## src/rtl/uart_pkg.sv

```systemverilog
// Shared UART definitions: frame geometry, FSM encoding and the baud divider table.
package uart_pkg;

  localparam int unsigned DATA_W     = 8;
  localparam int unsigned OVERSAMPLE = 16;

  localparam logic [2:0] IDLE   = 3'd0;
  localparam logic [2:0] START  = 3'd1;
  localparam logic [2:0] DATA   = 3'd2;
  localparam logic [2:0] PARITY = 3'd3;
  localparam logic [2:0] STOP   = 3'd4;

  function automatic int unsigned baud_rate(input logic [2:0] sel);
    case (sel)
      3'd0:    return 300;
      3'd1:    return 1200;
      3'd2:    return 4800;
      3'd3:    return 9600;
      3'd4:    return 19200;
      3'd5:    return 38400;
      3'd6:    return 57600;
      default: return 115200;
    endcase
  endfunction

  // Clocks per oversample tick, rounded to nearest.
  function automatic int unsigned baud_div(input int unsigned clk_freq,
                                           input int unsigned oversample,
                                           input logic [2:0]  sel);
    int unsigned ticks_per_sec;
    ticks_per_sec = oversample * baud_rate(sel);
    return (clk_freq + ticks_per_sec / 2) / ticks_per_sec;
  endfunction

endpackage

```

## src/rtl/baud_controller.sv

```systemverilog
// Oversampling baud tick generator: one-clock tick every divider clocks for the selected rate.
module baud_controller #(
  parameter int unsigned CLK_FREQ   = 50_000_000,
  parameter int unsigned OVERSAMPLE = 16
) (
  input  logic       clk,
  input  logic       reset,
  input  logic [2:0] baud_select,
  input  logic       clear,
  output logic       tick
);
  import uart_pkg::*;

  localparam int unsigned MAX_DIV = baud_div(CLK_FREQ, OVERSAMPLE, 3'd0);
  localparam int unsigned CNT_W   = $clog2(MAX_DIV + 1);

  logic [CNT_W-1:0] div_last [8];
  logic [CNT_W-1:0] div_cnt;

  for (genvar i = 0; i < 8; i++) begin : g_div
    assign div_last[i] = CNT_W'(baud_div(CLK_FREQ, OVERSAMPLE, 3'(i)) - 1);
  end

  assign tick = !clear && (div_cnt == div_last[baud_select]);

  always_ff @(posedge clk or posedge reset) begin
    if (reset) begin
      div_cnt <= '0;
    end else if (clear || tick) begin
      div_cnt <= '0;
    end else begin
      div_cnt <= div_cnt + 1'b1;
    end
  end

endmodule

```

## src/rtl/uart_transmitter.sv

```systemverilog
// UART transmit half: start, 8 data bits LSB first, optional even parity, one stop bit.
// Parity bit is compiled in with `define UART_TX_PARITY_EN; otherwise frames are 8N1.
module uart_transmitter #(
  parameter int unsigned CLK_FREQ   = 50_000_000,
  parameter int unsigned OVERSAMPLE = 16
) (
  input  logic       clk,
  input  logic       reset,
  input  logic [7:0] Tx_DATA,
  input  logic [2:0] baud_select,
  input  logic       Tx_EN,
  input  logic       Tx_WR,
  output logic       TxD,
  output logic       Tx_BUSY
);
  import uart_pkg::*;

  localparam int unsigned TICK_W = $clog2(OVERSAMPLE);
  localparam int unsigned IDX_W  = $clog2(DATA_W);

  logic [2:0]        state;
  logic [2:0]        baud_q;
  logic [TICK_W-1:0] tick_cnt;
  logic [IDX_W-1:0]  bit_idx;
  logic [DATA_W-1:0] shift;
  logic              txd_q;
  logic              busy_q;
  logic              tick;
  logic              accept;
  logic              bit_end;
`ifdef UART_TX_PARITY_EN
  logic              parity_q;
`endif

  assign accept  = Tx_WR && Tx_EN && !busy_q && (state == IDLE);
  assign bit_end = tick && (tick_cnt == TICK_W'(OVERSAMPLE - 1));
  assign TxD     = txd_q;
  assign Tx_BUSY = busy_q;

  baud_controller #(
    .CLK_FREQ   (CLK_FREQ),
    .OVERSAMPLE (OVERSAMPLE)
  ) u_baud (
    .clk         (clk),
    .reset       (reset),
    .baud_select (baud_q),
    .clear       (accept),
    .tick        (tick)
  );

  always_ff @(posedge clk or posedge reset) begin
    if (reset) begin
      state    <= IDLE;
      baud_q   <= '0;
      tick_cnt <= '0;
      bit_idx  <= '0;
      shift    <= '0;
      txd_q    <= 1'b1;
      busy_q   <= 1'b0;
`ifdef UART_TX_PARITY_EN
      parity_q <= 1'b0;
`endif
    end else begin
      if (bit_end) begin
        tick_cnt <= '0;
      end else if (tick) begin
        tick_cnt <= tick_cnt + 1'b1;
      end

      case (state)
        IDLE: begin
          if (accept) begin
            state    <= START;
            shift    <= Tx_DATA;
            baud_q   <= baud_select;
            tick_cnt <= '0;
            bit_idx  <= '0;
            txd_q    <= 1'b0;
            busy_q   <= 1'b1;
`ifdef UART_TX_PARITY_EN
            parity_q <= ^Tx_DATA;
`endif
          end
        end
        START: begin
          if (bit_end) begin
            state <= DATA;
            txd_q <= shift[0];
            shift <= shift >> 1;
          end
        end
        DATA: begin
          if (bit_end) begin
            if (bit_idx == IDX_W'(DATA_W - 1)) begin
`ifdef UART_TX_PARITY_EN
              state <= PARITY;
              txd_q <= parity_q;
`else
              state <= STOP;
              txd_q <= 1'b1;
`endif
            end else begin
              bit_idx <= bit_idx + 1'b1;
              txd_q   <= shift[0];
              shift   <= shift >> 1;
            end
          end
        end
`ifdef UART_TX_PARITY_EN
        PARITY: begin
          if (bit_end) begin
            state <= STOP;
            txd_q <= 1'b1;
          end
        end
`endif
        STOP: begin
          if (bit_end) begin
            state  <= IDLE;
            busy_q <= 1'b0;
          end
        end
        default: begin
          state  <= IDLE;
          txd_q  <= 1'b1;
          busy_q <= 1'b0;
        end
      endcase
    end
  end

endmodule

```

## config.mk

```make
export PLATFORM = sky130hd
export DESIGN_NAME = uart_transmitter
export DESIGN_NICKNAME = d
export VERILOG_FILES = /design/src/rtl/uart_pkg.sv /design/src/rtl/baud_controller.sv /design/src/rtl/uart_transmitter.sv
export SDC_FILE = /design/constraint.sdc
export NUM_CORES = 1
export LEC_CHECK = 0
export ABC_AREA = 1
export CORE_MARGIN = 4
export CORE_UTILIZATION = 57
export CTS_BUF_LIST = sky130_fd_sc_hd__clkbuf_16
export DETAILED_ROUTE_END_ITERATION = 8
export GPL_TIMING_DRIVEN = 0
export HOLD_SLACK_MARGIN = 0.02
export PLACE_DENSITY = 0.78
export SLEW_MARGIN = 20
export SYNTH_ARGS = -nofsm -noshare
export SYNTH_HDL_FRONTEND = slang
export SYNTH_SLANG_ARGS = --single-unit
```

## constraint.sdc

```tcl
create_clock -name clk -period 2.4 [get_ports clk]
set_input_delay 0.48 -clock clk [delete_from_list [all_inputs] [get_ports clk]]
set_output_delay 0.48 -clock clk [all_outputs]
set_load 0.01 [all_outputs]
```

# [Word-level counts from Yosys, hierarchy flattened]
# Memories as Yosys holds them, arrays and structs flattened.
# Cells that the tools add are included.
[word_totals] register_bits=37 romBits=112 in_bits=15 out_inout_bits=2 wordCells=76 memories=1
[op_classes] add_sub_neg=3 magnitude_cmp=1 eq_ne=12 mux=30 bitwise_logic=3 reduce_logical=18
[memory_table] memory="(no name shown)" words=8 width=14 read_ports=1 rd_ports_with_merged_regs=0 write_ports=0 line_no="baud_controller.sv:24" source="assign tick = !clear && (div_cnt == div_last[baud_select]);"
[ops] operator="$mux W14" n=3
[ops] operator="$mux W8" n=4
[ops] operator="$mux W3" n=8
[ops] operator="$pmux W8 S3" n=1
[ops] operator="$mux W4" n=4
[ops] operator="$add A14 B1 Y14 const B" n=1
[ops] operator="$eq A14 B14 Y1" n=1
[ops] operator="$pmux W3 S4" n=1
[ops] operator="$ne A2 B2 Y1 const B" n=5
[ops] operator="$reduce_and A5 Y1" n=2
[ops] operator="$reduce_and A4 Y1" n=2
[ops] operator="$eq A3 B3 Y1 const B" n=2
[ops] operator="$mux W1" n=6
[ops] operator="$pmux W3 S2" n=1
[ops] operator="$logic_and A1 B1 Y1" n=5
[ops] operator="$add A4 B1 Y4 const B" n=1
[ops] operator="$eq A4 B4 Y1 const B" n=1
[ops] operator="$ge A4 B4 Y1 const B" n=1
[ops] operator="$not A3 Y4" n=1
[ops] operator="$pmux W1 S4" n=1
[ops] operator="$add A3 B1 Y3 const B" n=1
[ops] operator="$eq A3 B1 Y1 const B" n=1
[ops] operator="$eq A3 B2 Y1 const B" n=1
[ops] operator="$logic_not A3 Y1" n=1
[ops] operator="other kinds (10)" n=12

# [Logic depth before layout (Yosys ltp)]
[depth] ltp_word=10 depth_mapped=15

# [By module]
# From an unflattened synthesis, not the netlist that was laid out.
[unflattened] hier_cells=319 hier_area_um2=2414.8
[modules_own_cells] module="uart_transmitter" instances=1 cells_per_inst=157 area_per_inst_um2=1252.5 seq_area_each_um2=576.8
[modules_own_cells] module="baud_controller" instances=1 cells_per_inst=162 area_per_inst_um2=1162.4 seq_area_each_um2=350.3

# [Worst setup path before layout]
# No wires, ideal clock.
[synth_path] path_type="register to register" from="register baud_q[0]" to="register shift[7]" t_arrival_ns=1.931 t_required_ns=2.283 slack_ns=0.352 path_stages_with_launch=15 n_path_buf=0 synth_period_minus_slack_ns=2.048 path_cell_list="dfrtp_1 inv_1 ha_1 inv_1 nand2_1 nand2_1 nand2_1 nand2_1 nand3_1 nor2_2 nand4_4 nand2_4 nand2_4 nand2_2 o21ai_2"
[synth_between] elab_chain_cells=9 elab_cells_between_ends=10
[synth_lines] element="start, declared" line_no="uart_transmitter.sv:22" source="logic [2:0] baud_q;"
[synth_lines] element="start signal, assigned" line_no="uart_transmitter.sv:75" source="baud_q <= baud_select;"
[synth_lines] element="$not A3 Y4 (not written as such) *" line_no="baud_controller.sv:24"
[synth_lines] element="$mem_v2 Z8 W14 *"
[synth_lines] element="$mux W14 (not written as such) * (2 in series)" line_no="baud_controller.sv:24"
[synth_lines] element="$eq A14 B14 Y1 *" line_no="baud_controller.sv:24"
[synth_lines] element="$logic_and A1 B1 Y1 *" line_no="baud_controller.sv:24"
[synth_lines] element="$logic_and A1 B1 Y1 *" line_no="uart_transmitter.sv:36" source="assign bit_end = tick && (tick_cnt == TICK_W'(OVERSAMPLE - 1));"
[synth_lines] element="$ne A2 B2 Y1 (no line)"
[synth_lines] element="$reduce_and A5 Y1 (no line) *"
[synth_lines] element="end signal, assigned" line_no="uart_transmitter.sv:74" source="shift <= Tx_DATA;"
[synth_lines] element="end signal, assigned" line_no="uart_transmitter.sv:89" source="shift <= shift >> 1;"
[synth_lines] element="end signal, assigned" line_no="uart_transmitter.sv:105" source="shift <= shift >> 1;"
[synth_lines] element="end, declared" line_no="uart_transmitter.sv:25" source="logic [DATA_W-1:0] shift;"
# Mark *: on every way between the ends. The rest lies on a longest branch, timed or not. The select of a mux whose other input is x is not followed.
# A chain may end at the register's enable or synchronous reset.

# [Worst setup path after layout]
[layout_path] from="register baud_q[1]" to="register shift[2]"
# The elaborated chain is that of the path after synthesis.

==> flow_metrics.env <==
export IMPL_muxShareOfSynthArea=0
export IMPL_numPortBuffers=16
export IMPL_cts_tree="done"
export IMPL_ys_types=36
export IMPL_crit_buf_inv=2
export IMPL_crit_arrival_ns=2.40
export IMPL_gp_congestion=0.968
export IMPL_insertion_delay_ns=0.28
export IMPL_synth_edf_count=0
export IMPL_synth_cells=331
export IMPL_drc=0
export IMPL_rrSetupSlack_ns=0.17
export IMPL_post_drt_wl_per_cell_um=12.2
export IMPL_intPower_mw=1.89
export IMPL_synth_seq_area_share=0.384
export IMPL_synth_compound_area_frac=0.0497
export IMPL_cpMostUsedCell="nand2_1"
export IMPL_synthAdderAreaFrac=0.0466
export IMPL_avgSynthCellArea_um2=7.30
export IMPL_synth_top_area_frac=0.373
export IMPL_die_area_um2=5350
export IMPL_end_kind="flop"
export IMPL_max_slew_margin_rel=0.705
export IMPL_crit_fanout=10
export IMPL_cts_sinks=37
export IMPL_placedCellCount=398
export IMPL_grt_max_degree=29
export IMPL_ir_worst_vdd_mv=0.684
export IMPL_clockBufferDepth=2
export IMPL_drive_gt1_frac=0.121
export IMPL_dp_slack_ns=0.0361
export IMPL_max_cap_violations=0
export IMPL_outcome="complete, no violations"
export IMPL_diodes=0
export IMPL_worst_slack_ns=0.167
export IMPL_nets=379
export IMPL_avgViaCountPerCell=5.20
export IMPL_drt_total_wl_um=4940
export IMPL_grt_pass1_wl_um=9290
export IMPL_final_cells=406
export IMPL_min_period_ns=2.23
export IMPL_switching_power_mw=1.59
export IMPL_cts_buffers=5
export IMPL_crit_chain="inv_2 > ha_2 > inv_1 > nand2_1 > nand2_1 > nand2_1 > nand2_1 > nand3_1 > nor2_4 > nand4_4 > nand2_4 > nand2_4 > nand2_1 > nand2_1"
export IMPL_root_buffer="clkbuf_16"
export IMPL_h_tree_depth=2
export IMPL_yosysTopAreaCell="dfrtp_1"
export IMPL_required_ns=2.56
export IMPL_drt_pass1_iter_count=4
export IMPL_grt_overflow=0
export IMPL_crit_slowest_cell="dfrtp_1"
export IMPL_period_share=0.930
export IMPL_synthFlopType="dfrtp_1"
export IMPL_grt_pass1_vias=2135
export IMPL_p_leak_nw=1.46
export IMPL_fmax_mhz=448
export IMPL_drt_iter0_markers=105
export IMPL_p_comb_frac=0.538
export IMPL_fp_dieW_um=73.1
export IMPL_vias=2112
export IMPL_initial_core_util=0.596
export IMPL_reg2reg_to="shift[2]"
export IMPL_postCtsHoldBufs=0
export IMPL_synth_top_family_by_area="simple AND/OR/NAND/NOR gates"
export IMPL_antenna_found_initial=0
export IMPL_hpwl_um=3840
export IMPL_p_clk_frac=0.174
export IMPL_pwr_share_seq=0.288
export IMPL_path_delay_family="simple AND/OR/NAND/NOR gates"
export IMPL_ff2ff_path_depth=14
export IMPL_start_kind="flop"
export IMPL_yosysWarningCount=0
export IMPL_rr_startpoint="baud_q[1]"
export IMPL_async_flop_share=1.00
export IMPL_synth_area_leaders="dfrtp_1, nand2_1, nand3_1"
export IMPL_rows=23
export IMPL_die_h_um=73.1
export IMPL_switching_share=0.457
export IMPL_fin_util=0.691
export IMPL_setup_tns_final_ns=0
export IMPL_synth_simple_area_share=0.424
export IMPL_cts_reportedPaths_clkPinSlew_ns=0.05
export IMPL_hold_violations=0
export IMPL_cpPeakStageDelay_ns=0.41
export IMPL_power_density_nw_per_um2=1240
export IMPL_slew_viol_final=0
export IMPL_setup_viol=0
export IMPL_core_area_um2=4060
export IMPL_syn_to_final_growth_pct=16.0
export IMPL_setup_worst_path_class="reg2reg"
export IMPL_synth_nets=355
export IMPL_fin_skew_ns=0.00455
export IMPL_netlist_area_um2=2420
export IMPL_io_pins=17
export IMPL_ant_nets=0
export IMPL_ys_seq_elements=37
export IMPL_hold_class="in2async"
export IMPL_synth_xor_area_share=0.0145
export IMPL_worst_slew_pin_slew_ns=0.442
export IMPL_grt_use_total=0.220
## per-layer routing
metal  GRT usage  share of wire
met1       0.263           0.43
met2       0.382           0.51
met3      0.0496          0.037
met4      0.0799          0.022
met5           0              0
## cells in the mapped netlist (2+ instances only)
master and instances:
a211oi_1 2, a21oi_1 8, dfrtp_1 36, ha_1 9
inv_1 36, inv_2 2, nand2_1 110, nand2_2 9
nand2_4 4, nand3_1 37, nand4_1 5, nor2_1 25
nor2_2 3, nor3_1 6, nor3b_1 6, nor4_1 3
o21ai_0 5, o21ai_1 3, o21ai_2 2, or2_2 2
xnor2_1 2, xor2_1 2
## through the flow
step | hold WS (ns) | cell area (µm²) | power [mW]
after floorplan | 0.437 | 2420 | 2.46
after global placement | 0.456 | 2640 | 2.79
after detailed placement | 0.459 | 2660 | 2.85
after CTS | 0.446 | 2800 | 3.47
after global routing | 0.465 | 2810 | 3.84
final | 0.438 | 2810 | 3.49
## timing repair
action | 4_1_cts | 5_1_grt
setup endpoints to repair | 0 | 26
resized for setup | 0 | 5
buffers inserted | 0 | 0
## placed cells by master (no fill, tap or decap), drive strengths merged, types with 2 or more instances in the layout
cell and n:
clkbuf 6, o21ai 10, clkdlybuf4s50 16, a211oi 2, nand2 124, nor3 6, xnor2 2, nor2 29
or2 2, nand3 38, buf 5, nand4 6, nor4 3, dfrtp 36, ha 9, nor3b 6
xor2 2, inv 41, a21oi 8
## flip-flops by register name, indices dropped and copies added, names as in the netlist
signal,flops
state,3
bit_idx,3
baud_q,3
tick_cnt,4
shift,8
TxD,1
u_baud.div_cnt,14
Tx_BUSY,1
## power groups by stage
stage / logic, mW / clock network [mW] / registers [mW]
after floorplan: 1.49 / 0 / 0.965
after global placement: 1.80 / 0 / 0.997
after detailed placement: 1.84 / 0 / 1.01
after CTS: 1.85 / 0.620 / 0.998
after global routing: 2.15 / 0.650 / 1.04
final: 1.88 / 0.607 / 1.00
## layout make-up
type | instances | area, µm²
fill | 347 | 1250
clock inverter | 3 | 11.3
clock buffer | 5 | 125
buffer | 5 | 47.5
timing repair buffer | 17 | 180
tap | 50 | 62.6
inverter | 39 | 149
sequential | 37 | 928
multi-input combinational | 250 | 1300
## kinds of logic (layout without fill, tap and decap cells)
family | after synthesis | in the layout
and+or+nand+nor | 216 | 216
buffers and inverters | 44 | 69
DFF | 37 | 37
AOI/OAI and AO/OA | 21 | 21
adders and majority gates | 9 | 9
xor gates and xnor gates | 4 | 4
## worst max-delay path by stage
stage | start | end | slack, ns | cells past startpoint
detailed placement | baud_q[0] | shift[1] | 0.04 | 13
global route | baud_q[0] | shift[4] | -0.02 | 14
finish | baud_q[1] | shift[2] | 0.17 | 14
floorplan | baud_q[0] | shift[7] | 0.35 | 14
CTS | baud_q[0] | shift[6] | 0.02 | 13
global placement | baud_q[0] | shift[4] | 0.08 | 13
Note: power is estimated with default switching activity, not from simulation.
